**src/rtl/jump_pkg.sv**
```systemverilog
// Shared encodings and fixed-point constants for the jump physics controller.
package jump_pkg;

    typedef enum logic [1:0] {
        IDLE = 2'd0,
        ARM  = 2'd1,
        FLY  = 2'd2,
        DONE = 2'd3
    } jump_state_t;

    localparam int unsigned HEIGHT_SHIFT = 5;
    localparam int unsigned DIST_SHIFT   = 7;

    localparam int unsigned ACC_H_W  = 24;
    localparam int unsigned VEL_W    = 13;
    localparam int unsigned ACC_D_W  = 24;
    localparam int unsigned V_W      = 11;
    localparam int unsigned HEIGHT_W = 9;
    localparam int unsigned DIST_W   = 11;

endpackage

```
**src/rtl/jump_tick.sv**
```systemverilog
// Physics-step prescaler: one-cycle tick every TICK_DIV enabled cycles, held at zero while cleared.
module jump_tick #(
    parameter int unsigned TICK_DIV = 420000
) (
    input  logic clk_jump,
    input  logic rst_jump,
    input  logic clr,
    input  logic en,
    output logic tick
);

    localparam int unsigned CNT_W = $clog2(TICK_DIV);
    localparam logic [CNT_W-1:0] LAST = CNT_W'(TICK_DIV - 1);

    logic [CNT_W-1:0] cnt;

    always_ff @(posedge clk_jump) begin
        if (rst_jump || clr) begin
            cnt <= '0;
        end else if (en) begin
            if (cnt == LAST) cnt <= '0;
            else             cnt <= cnt + 1'b1;
        end
    end

    assign tick = en && (cnt == LAST);

endmodule

```
**src/rtl/jump_physics_ctrl.sv**
```systemverilog
// Jump trajectory FSM: integrates height/distance once per physics step until landing.
// Define JUMP_OUT_SAT_EN to saturate outputs instead of wrapping them.
module jump_physics_ctrl
    import jump_pkg::*;
#(
    parameter int unsigned TICK_DIV = 420000,
    parameter int unsigned GRAV     = 1
) (
    input  logic                clk_jump,
    input  logic                rst_jump,
    input  logic                i_jump_en,
    input  logic [V_W-1:0]      i_jump_v_init,
    output logic                o_jump_done,
    output logic [DIST_W-1:0]   o_jump_dist,
    output logic [HEIGHT_W-1:0] o_jump_height,
    output logic                o_jump_busy
);

    jump_state_t               state;
    logic [V_W-1:0]            v_lat;
    logic signed [VEL_W-1:0]   vel, vel_nxt;
    logic signed [ACC_H_W-1:0] acc_h, acc_h_nxt;
    logic [ACC_D_W-1:0]        acc_d, acc_d_nxt;
    logic                      step_tick;
    logic                      landing;
    logic [HEIGHT_W-1:0]       height_val;
    logic [DIST_W-1:0]         dist_val;

    jump_tick #(.TICK_DIV(TICK_DIV)) u_tick (
        .clk_jump (clk_jump),
        .rst_jump (rst_jump),
        .clr      (state != FLY),
        .en       (state == FLY),
        .tick     (step_tick)
    );

    always_comb begin
        acc_h_nxt = acc_h + ACC_H_W'(vel);
        vel_nxt   = vel - VEL_W'(GRAV);
        acc_d_nxt = acc_d + ACC_D_W'(v_lat);
        landing   = acc_h_nxt[ACC_H_W-1] || (acc_h_nxt == '0);
`ifdef JUMP_OUT_SAT_EN
        height_val = (|acc_h_nxt[ACC_H_W-1:HEIGHT_SHIFT+HEIGHT_W]) ? '1
                   : acc_h_nxt[HEIGHT_SHIFT +: HEIGHT_W];
        dist_val   = (|acc_d_nxt[ACC_D_W-1:DIST_SHIFT+DIST_W]) ? '1
                   : acc_d_nxt[DIST_SHIFT +: DIST_W];
`else
        height_val = acc_h_nxt[HEIGHT_SHIFT +: HEIGHT_W];
        dist_val   = acc_d_nxt[DIST_SHIFT +: DIST_W];
`endif
    end

    always_ff @(posedge clk_jump) begin
        if (rst_jump) begin
            state         <= IDLE;
            v_lat         <= '0;
            vel           <= '0;
            acc_h         <= '0;
            acc_d         <= '0;
            o_jump_done   <= 1'b0;
            o_jump_dist   <= '0;
            o_jump_height <= '0;
            o_jump_busy   <= 1'b0;
        end else begin
            case (state)
                IDLE: begin
                    o_jump_done   <= 1'b0;
                    o_jump_height <= '0;
                    if (i_jump_en) begin
                        state       <= ARM;
                        v_lat       <= i_jump_v_init;
                        vel         <= VEL_W'(i_jump_v_init);
                        acc_h       <= '0;
                        acc_d       <= '0;
                        o_jump_dist <= '0;
                        o_jump_busy <= 1'b1;
                    end
                end
                ARM: begin
                    if (!i_jump_en) begin
                        state       <= IDLE;
                        o_jump_busy <= 1'b0;
                    end else begin
                        state <= FLY;
                    end
                end
                FLY: begin
                    // Landing wins over a simultaneous drop of the request.
                    if (step_tick && landing) begin
                        state         <= DONE;
                        acc_h         <= acc_h_nxt;
                        vel           <= vel_nxt;
                        acc_d         <= acc_d_nxt;
                        o_jump_height <= '0;
                        o_jump_dist   <= dist_val;
                        o_jump_done   <= 1'b1;
                        o_jump_busy   <= 1'b0;
                    end else if (!i_jump_en) begin
                        state         <= IDLE;
                        o_jump_height <= '0;
                        o_jump_busy   <= 1'b0;
                    end else if (step_tick) begin
                        acc_h         <= acc_h_nxt;
                        vel           <= vel_nxt;
                        acc_d         <= acc_d_nxt;
                        o_jump_height <= height_val;
                        o_jump_dist   <= dist_val;
                    end
                end
                DONE: begin
                    if (!i_jump_en) begin
                        state       <= IDLE;
                        o_jump_done <= 1'b0;
                    end
                end
                default: state <= IDLE;
            endcase
        end
    end

endmodule

```
**config.mk**
```make
export PLATFORM = sky130hd
export DESIGN_NAME = jump_physics_ctrl
export DESIGN_NICKNAME = d
export VERILOG_FILES = /design/src/rtl/jump_pkg.sv /design/src/rtl/jump_tick.sv /design/src/rtl/jump_physics_ctrl.sv
export SDC_FILE = /design/constraint.sdc
export NUM_CORES = 1
export LEC_CHECK = 0
export ABC_AREA = 0
export BUFFER_PORTS_ARGS = -buffer_cell sky130_fd_sc_hd__buf_2
export CORE_AREA = 3 3 138 140
export CTS_BUF_LIST = sky130_fd_sc_hd__clkbuf_4
export DETAILED_ROUTE_END_ITERATION = 6
export DIE_AREA = 0 0 141 143
export PLACE_DENSITY = 0.58
export RECOVER_POWER = 25
export SYNTH_ARGS = -nofsm -noshare
export SYNTH_HDL_FRONTEND = slang
export SYNTH_SLANG_ARGS = --single-unit
```
**constraint.sdc**
```tcl
create_clock -name clk_jump -period 4 [get_ports clk_jump]
set_input_delay 0.4 -clock clk_jump [delete_from_list [all_inputs] [get_ports clk_jump]]
set_output_delay 0.4 -clock clk_jump [all_outputs]
set_load 0.005 [all_outputs]
```
* Yosys cells after proc, flatten, opt, wreduce, memory -nomap -nowiden
Cells that the tools add are included. Widths: inputs -> output; s select.
Operators by class: add/subtract/negate cells 4, equality and inequality tests 11, muxes and demuxes 36, reduce and logical (&&, ||, !) cells 14
Operators by type and width (count):
- $mux 24 | 7
- $pmux 24 s2 | 2
- $mux 13 | 4
- $mux 11 | 4
- $mux 9 | 3
- $pmux 13 s2 | 1
- $add 24x11->24 | 1
- $add 24x13->24 | 1
- $logic_not 24->1 | 1
- $pmux 11 s2 | 1
- $add 19x1->19 const B | 1
- $eq 19x19->1 const B | 1
- $mux 19 | 1
- $pmux 9 s2 | 1
- $sub 13x1->13 const B | 1
- $mux 2 | 4
- $ne 2x2->1 const B | 4
- $pmux 2 s4 | 1
- $ne 3x3->1 const B | 2
- $pmux 1 s3 | 2
- $reduce_and 2->1 | 3
- $reduce_bool 3->1 | 2
- $mux 1 | 5
- $eq 2x2->1 const B | 2
- other kinds (8) | 10
Word-level totals: register bits after elaboration 115, input bits 14, output and inout port bits 22, logic and storage cells 75

* Depth between registers and ports, before layout
Gate-level depths: netlist of the first run.
depth after elaboration 6, depth in mapped cells 17, mapped depth without buffers 14

* By module
Synthesis of the first run repeated with hierarchy kept, for this count alone.
Unflattened totals: cells, all modules 851, area total of the unflattened synthesis 6623.9 um2
Modules (own cells, without submodules):
- jump_physics_ctrl | times used 1, cells each 741, area an instance 5674.2 um2, sequential area each 1581.5 um2
- jump_tick | times used 1, cells each 110, area an instance 949.7 um2, sequential area each 380.4 um2

* Least setup slack after synthesis of the first run
No wires, ideal clock.
path type flip-flop to flip-flop, from register vel[0], to register o_jump_dist[7], library setup time 0.074 ns, arrival time 3.795 ns, data required time 3.926 ns, path slack 0.131 ns, cell stages (with the launch flop) 16, path buffers 1, period minus slack after synthesis 3.869 ns, cells stage by stage dfxtp_1 > ha_1 > inv_1 > fa_1 > nand2b_1 > a211oi_1 > o21bai_1 > o21ai_0 > o21ai_0 > or4_1 > nor4_1 > a31oi_1 > o21a_1 > buf_2 > or4_1 > a31oi_1
Between the ends: cells in the longest elaborated chain, start to end 6, elaborated cells on any way between the ends 9, those cells by class add/sub (1); eq/ne (2); mux (2); reduce/logical (4)
Ends and longest elaborated chain:
- start, declared | RTL line jump_physics_ctrl.sv:21 | logic signed [VEL_W-1:0] vel, vel_nxt;
- start signal, assigned | RTL line jump_physics_ctrl.sv:72 | vel <= VEL_W'(i_jump_v_init);
- start signal, assigned | RTL line jump_physics_ctrl.sv:92 | vel <= vel_nxt;
- start signal, assigned | RTL line jump_physics_ctrl.sv:104 | vel <= vel_nxt;
- $add 24x13->24 * | RTL line jump_physics_ctrl.sv:38 | acc_h_nxt = acc_h + ACC_H_W'(vel);
- $logic_not 24->1 | RTL line jump_physics_ctrl.sv:41 | landing = acc_h_nxt[ACC_H_W-1] || (acc_h_nxt == '0);
- $logic_or 1x1->1 * | RTL line jump_physics_ctrl.sv:41
- $logic_and 1x1->1 * | RTL line jump_physics_ctrl.sv:89 | if (step_tick && landing) begin
- $ne 3x3->1 (no line) or $mux 11 (tied branches)
- $reduce_and 4->1 (no line) or $pmux 11 s2 (tied branches)
- end signal, assigned | RTL line jump_physics_ctrl.sv:95 | o_jump_dist <= dist_val;
- end signal, assigned | RTL line jump_physics_ctrl.sv:107 | o_jump_dist <= dist_val;
- end, declared | RTL line jump_physics_ctrl.sv:14 | output logic [DIST_W-1:0] o_jump_dist,
Every way passes the cells marked *; elsewhere a longest branch is shown, timed or not. A chain may end at the register's enable or synchronous reset.

* Worst setup path after layout of the first run
from register vel[11], to register acc_h[2]
Between the ends: cells in the longest elaborated chain, start to end 6, elaborated cells on any way between the ends 9, those cells by class add/sub (1); eq/ne (2); mux (2); reduce/logical (4)
Ends and longest elaborated chain:
- $add 24x13->24 * | RTL line jump_physics_ctrl.sv:38
- $logic_not 24->1 | RTL line jump_physics_ctrl.sv:41
- $logic_or 1x1->1 * | RTL line jump_physics_ctrl.sv:41
- $logic_and 1x1->1 * | RTL line jump_physics_ctrl.sv:89
- $ne 3x3->1 (no line) or $mux 24 (tied branches)
- $reduce_and 4->1 (no line) or $pmux 24 s2 (tied branches)
- end signal, assigned | RTL line jump_physics_ctrl.sv:91 | acc_h <= acc_h_nxt;
- end signal, assigned | RTL line jump_physics_ctrl.sv:103 | acc_h <= acc_h_nxt;
- end, declared | RTL line jump_physics_ctrl.sv:22 | logic signed [ACC_H_W-1:0] acc_h, acc_h_nxt;
Marks and branches as above.

==> key figures, run 1 <==
CTS
  • Max clock buf depth: 2
  • CTS buffer count: 9
  • Clk Latency, worst-skew pair: 0.50 ns
  • Hold_buf cts: 0
  • H-tree Lvls: 3
  • CTS sink count: 98
  • CTS tree: yes
  • CTS root buf: clkbuf_4
  • Clock-pin slew on the worst setup and hold paths: 0.17 ns

GRT
  • Initial antenna violation count: 0
  • Vias in the first global route: 5,511
  • First-pass GRT wire length: roughly 28 mm
  • Grt total ovfl: 0
  • Largest net degree at the start of global routing: 76
  • GR Util All Layers: 16.8%

Worst setup path
  • R2R Path Start: vel[11]
  • Reg2Reg Capture Point: acc_h[2]
  • CP Data Required Time: around 4.4 ns
  • R2R setup slack: 0.12 ns
  • Crit path from: vel[11]
  • Crit path to: acc_h[2]
  • CP Launch Type: register
  • R2r worst-path depth: 15
  • CP max FO: 13
  • CP endpoint kind: register
  • WP data arrival: 4.32 ns
  • Setup CP Type: reg -> reg

STA
  • Rel. slew slack: 40.1%
  • Worst Tran Pin Value: 0.887 ns
  • Max Fclk: 258 MHz
  • Worst hold slack: approximately 0.15 ns
  • Final hold vios: 0
  • Final setup fails: 0
  • Final Cycle Share: 97.1%
  • Clk_skew: 0.0323 ns
  • Worst setup margin: 0.117 ns
  • Fin. max-slew vios: 0
  • Post-layout min period: a little under 4 ns

Finish
  • Fin cells: 1,086
  • Post-layout nets: 908
  • Final Util: approximately two fifths
  • Area Overhead vs Synth: 13.1%
  • Ratio of cells with drive above 1 in the final layout: 12.4%
  • Commonest cells after routing, fill and taps aside: nand2_1, dfxtp_1, a21oi_1, nor2_1, nand3_1
  • Commonest non-fill, non-tap cell in the layout: nand2_1
  • Diode count: 0

Floorplan
  • Die Height: between 100 and 150 um
  • Initial Util: about a third
  • Row cnt: around 50
  • Die area: 0.0202 mm^2
  • Die span in x: 141 um
  • I/O pin count: 36
  • Core Region: 0.0180 mm^2

Yosys
  • YS warnings: 0
  • Post-Syn Area: 0.00623 mm^2
  • Register area share after synthesis: 31.5%
  • Dominant synthesized flop cell: dfxtp_1
  • Synthesized net count: 868
  • Synth top area cells: dfxtp_1, ha_1, a21oi_1
  • Largest area contributor in the netlist: dfxtp_1
  • Mapped Avg Cell Area: 7.68 um^2
  • EDFF count, synth: 0
  • Share of the synthesized area in the top cell type: 31.5%
  • Fraction of registers with async set/reset: 0%
  • Number of synthesized register bits: 98
  • Synth Instances: 812
  • Distinct cells, synth: 64

Status
  • Status: finished, final reports clean

Route
  • DR pass1 iterations: 7
  • Vias: 5,899
  • DR iter-0 viols: 337
  • Residual DRC: 0
  • Vias per cell: 5.43
  • Remaining antenna violation count after routing: 0
  • DR WL/cell: 15.8 um
  • Final WL: 17.2 mm

Pwr
  • LEAKAGE: 2.83 nW
  • Peak VDD IR: 0.169 mV
  • PD cells: 259 mW/mm^2
  • Pwr Total: 0.00183 W

Job
  • # Max-Cap Violations: 0

Placement
  • Placed cell count: 1,063
  • GPL Wtd Cong: about 0.9
  • Dpl ws: 0.0225 ns
  • DPL Wire Length: around 12 mm
  • PortBufs: 35

Hold path
  • Worst Hold Class: in -> reg
## kinds of logic (layout without fill, tap and decap cells)
kind of cell    Yosys count  count (layout)  synth area share [%]
simple gates            347             347                  27.4
compound gates          210             211                  21.1
mux                       3               3                 0.502
buf+inv                  71             115                  5.20
xor+xnor                 41              41                  5.76
flops                    98              98                  31.5
fa+ha+maj                42              42                  8.67
## critical path: stages, from the launching register on
cell       delay (ns)
dfxtp_1          0.47
ha_1             0.35
a21o_1           0.23
a31oi_1          0.26
o21ai_1          0.08
or3_1            0.34
or3_1            0.33
or4_4            0.44
a2111oi_4        0.25
a31oi_4          0.16
buf_4            0.19
o21ai_4          0.14
buf_12           0.15
clkbuf_16        0.17
nand3_1          0.09
a21oi_1          0.19
## per-layer routing
layer	vias up	wire, um	track usage (%)
met3	23	811	3.15
met4	0	220	4.49
met1	2734	8630	23.6
met5	-	0	0
li1	3011	-	-
met2	131	7520	26.5
## flip-flops by register name, indices dropped and copies added, names as in the netlist
name and count:
acc_h 24, u_tick.cnt 19, vel 13, v_lat 11, o_jump_dist 10, o_jump_height 9, acc_d 8, state 2
o_jump_busy 1, o_jump_done 1
## cell usage after synthesis (4+ instances only)
cell      number
nand2_1      108
dfxtp_1       98
a21oi_1       86
nor2_1        65
nand3_1       55
ha_1          40
clkbuf_1      31
xor2_1        26
o21ai_0       25
a31oi_1       21
inv_1         19
or3_1         18
a21o_1        16
nor3_1        16
xnor2_1       15
nand4_1       14
and3_1        13
and2_1        12
a22oi_1       11
buf_4         11
nand2b_1       7
nor4_1         7
buf_2          6
o21a_1         6
o211ai_1       5
a211oi_1       4
and4_1         4
nand4b_1       4
o21ai_1        4
o21bai_1       4
or2_2          4
or4_1          4
## worst min-delay path by stage
stage / endpoint / cells after the start / startpoint / slack (ns)
5_1_grt: v_lat[5] / 3 / i_jump_v_init[5] / 0.14
3_5_place_dp: u_tick.cnt[0] / 1 / u_tick.cnt[0] / 0.44
2_1_floorplan: u_tick.cnt[0] / 1 / u_tick.cnt[0] / 0.41
3_3_place_gp: u_tick.cnt[0] / 1 / u_tick.cnt[0] / 0.43
6_report: v_lat[5] / 3 / i_jump_v_init[5] / 0.15
4_1_cts: v_lat[5] / 3 / i_jump_v_init[5] / 0.11
## cell type report
type                       count  area, um^2
fill                        1923       10900
multi-input combinational    644        4050
inverter                      19        71.3
tap                          229         287
timing repair buffer          80         567
clock inverter                 6        33.8
sequential                    98        1960
clock buffer                  10        75.1
## per-stage QoR
step                      setup TNS (ns)  cell area, um^2
after floorplan                        0             6230
after global placement                 0             6780
after detailed placement               0             6780
after CTS                              0             6930
after global routing             -0.0311             7050
final                                  0             7050
## power breakdown
part	total (W)	leakage, nW	switching (W)	internal (W)
sequential	0.00102	0.794	0.0000208	0.000997
clock	0.000482	0.0612	0.000352	0.000130
combinational	0.000330	1.98	0.000194	0.000136
## repair_timing
item | CTS | global route
endpoints found under the setup margin | 3 | 63
pin swaps | 1 | 4
cloned | 1 | 2
resized for setup | 5 | 13
buffers inserted | 1 | 3
endpoints found under the hold margin | 0 | 0
No activity file was read; power rests on OpenSTA's default activity.
==> run 2, diff against run 1 <==
- CORE_AREA: 3 3 138 140 -> 3 3 108 110
- DIE_AREA: 0 0 141 143 -> 0 0 111 113
- PLACE_DENSITY: 0.58 -> 0.84
- REMOVE_ABC_BUFFERS: not set -> 1
==> key figures, run 2 (synthesis results as in run 1) <==
Worst setup path
  • Crit-path leading delay family: simple AND/OR/NAND/NOR gates
  • CP max FO: 7 (-6)
  • CP Launch Type: register
  • Crit path buffers/inverters: 4 (+1)
  • Slowest-stage cell, CP: fa_2
  • Setup CP Type: reg -> reg
  • Worst-path cell chain: ha_4, inv_2, fa_2, nor3b_4, o21ai_1, or3_1, or3_4, or4_4, a2111oi_4, a31oi_2, buf_4, o21ai_4, buf_6, buf_12, nor2_1, a211oi_1
  • CP Data Required Time: 4.38 ns (-0.05 ns)
  • Max stage delay on crit path: 0.54 ns (+0.07 ns)
  • CP endpoint kind: register
  • WP data arrival: 4.36 ns (+0.04 ns)

GRT
  • GR Util All Layers: 24.4% (+7.6 points)
  • First-pass GRT wire length: 25.9 mm (-6.9%)
  • Initial antenna violation count: 0 (unchanged)
  • Vias in the first global route: 5,483 (-0.51%)
  • Largest net degree at the start of global routing: 52 (-32%)
  • Grt total ovfl: 0 (unchanged)

Finish
  • Largest regs: acc_h: 24 flops, u_tick.cnt: 19 flops, vel: 13 flops
  • Design area: 0.00695 mm^2 (-1.5%)
  • Post-layout nets: 895 (-1.4%)
  • Fillers: 915 (-52%)
  • Area Overhead vs Synth: 11.4%
  • Commonest non-fill, non-tap cell in the layout: nand2_1
  • Commonest cells after routing, fill and taps aside: nand2_1, dfxtp_1, a21oi_1, nor2_1, nand3_1
  • Largest Register: acc_h
  • Diode count: 0 (unchanged)
  • Ratio of cells with drive above 1 in the final layout: 13.0% (+0.66 points)
  • Final Util: 64.4% (+25 points)
  • Largest register FFs: 24 (unchanged)

Route
  • DR WL/cell: 16.3 um (+3.3%)
  • Final WL: 16.1 mm (-6.4%)
  • Residual DRC: 0 (unchanged)
  • Vias per cell: 6.12 (+13%)
  • DR pass1 iterations: 5 (-2)
  • Remaining antenna violation count after routing: 0 (unchanged)
  • Vias: 6,019 (+2.0%)
  • DR iter-0 viols: 518 (+54%)

STA
  • Worst setup margin: 0.0158 ns (-0.101 ns)
  • Worst hold slack: 0.154 ns (+0.00219 ns)
  • Clk_skew: 0.0182 ns (-0.0140 ns)
  • Final hold vios: 0 (unchanged)
  • Worst Tran Pin Value: 0.865 ns (-0.0218 ns)
  • Final setup fails: 0 (unchanged)
  • Final Cycle Share: 99.6% (+2.5 points)
  • Post-layout min period: 3.98 ns (+0.101 ns)
  • RSZ-0062 raised after global routing: yes
  • Fin. max-slew vios: 0 (unchanged)
  • Max Fclk: 251 MHz (-2.5%)
  • Rel. slew slack: 41.5% (+1.5 points)

Hold path
  • Worst Hold Class: in -> reg

Status
  • Status: finished, final reports clean

CTS
  • Clock-pin slew on the worst setup and hold paths: 0.16 ns (about the same)
  • CTS tree: yes
  • CTS root buf: clkbuf_4
  • H-tree Lvls: 3 (unchanged)
  • CTS sink count: 98 (unchanged)
  • Clk Latency, worst-skew pair: 0.48 ns (-0.02 ns)
  • Hold_buf cts: 0 (unchanged)
  • CTS buffer count: 9 (unchanged)
  • Max clock buf depth: 2 (unchanged)

Pwr
  • PD cells: 284 mW/mm^2 (+9.5%)
  • Peak VDD IR: 0.209 mV (+24%)
  • LEAKAGE: 2.83 nW (-0.12%)
  • Internal Power: 0.00141 W (+11%)
  • Pwr Total: 0.00197 W (+7.9%)
  • Net Sw Power: 0.000566 W (about the same)
  • Flop pwr share: 51.7% (-3.9 points)
  • Comb power frac: 16.6% (-1.4 points)
  • Clock power share: 31.7% (+5.4 points)
  • Sw frac: 28.7% (-2.3 points)

Floorplan
  • Core Region: 0.0108 mm^2 (-40%)
  • Die span in x: 111 um (-21%)
  • Row cnt: 38 (-22%)
  • Die Height: 113 um (-21%)
  • Die area: 0.0125 mm^2 (-38%)
  • I/O pin count: 36 (unchanged)
  • Initial Util: 57.8% (+23 points)

Job
  • # Max-Cap Violations: 0 (unchanged)

Placement
  • Placed Area: 0.00656 mm^2 (-3.2%)
  • Dpl ws: -0.0395 ns (-0.0620 ns)
  • GPL Wtd Cong: 0.980 (+5.8%)
  • DPL Wire Length: 11.0 mm (-9.5%)
  • PortBufs: 35 (unchanged)
run 2: cell count changes in the layout (fill, tap and decap cells not counted), sizes merged, moves of 2 or more:
cell | before | now
buf | 63 | 57
clkbuf | 27 | 22
clkinv | 5 | 1
bufinv | 0 | 2
inv | 19 | 21
run 2: layer usage:
layer,GRT usage [%],vias up,share of wire [%]
li1,-,2972,-
met1,32.8,2815,45
met2,40.9,198,47
met3,3.42,34,6.0
met4,7.14,0,2.1
met5,0,-,0
run 2: path summary, 6_finish.rpt:
path	startpoint	end	slack, ns	depth (start not counted)
worst min-delay path	i_jump_v_init[5]	v_lat[5]	0.15	3
worst max register to register	vel[0]	vel[0]	0.02	16
worst min register to register	acc_d[4]	acc_d[4]	0.47	2
worst max-delay path	vel[0]	vel[0]	0.02	16
run 2: cell type report:
class	instances	area, um^2	share of cell area (%)
multi-input combinational	643	4080	58.7
clock inverter	5	86.3	1.24
inverter	19	71.3	1.03
tap	140	175	2.52
clock buffer	11	82.6	1.19
sequential	98	1960	28.3
timing repair buffer	68	490	7.06
run 2: timing repair:
action                                 CTS  global route
endpoints found under the hold margin    0             0
resized for setup                        1            32
setup endpoints to repair               16            59
cloned                                   0             2
pin swaps                                1             8
buffers inserted                         0             6
run 2: power by group through the flow:
stage	clock (W)	combinational [W]	sequential (W)
finish	0.000625	0.000328	0.00102
global route	0.000677	0.000358	0.00102
CTS	0.000631	0.000283	0.00102
detailed placement	0	0.000280	0.00104
global placement	0	0.000276	0.00104
floorplan	0	0.000172	0.00103
run 2: per-stage QoR:
| stage | setup TNS, ns | std cells |
|---|---|---|
| final | 0 | 984 |
| after global routing | -0.555 | 984 |
| after CTS | 0 | 976 |
| after detailed placement | -0.0811 | 960 |
| after global placement | 0 | 960 |
| after floorplan | -35.28 | 760 |
run 2: worst reg2reg max path, stage by stage, from the launching register on:
cell and delay [ns]:
dfxtp_2 0.39, ha_4 0.14, inv_2 0.03, fa_2 0.54, nor3b_4 0.21, o21ai_1 0.09, or3_1 0.36, or3_4 0.34
or4_4 0.46, a2111oi_4 0.23, a31oi_2 0.18, buf_4 0.19, o21ai_4 0.13, buf_6 0.15, buf_12 0.13, nor2_1 0.06
a211oi_1 0.27
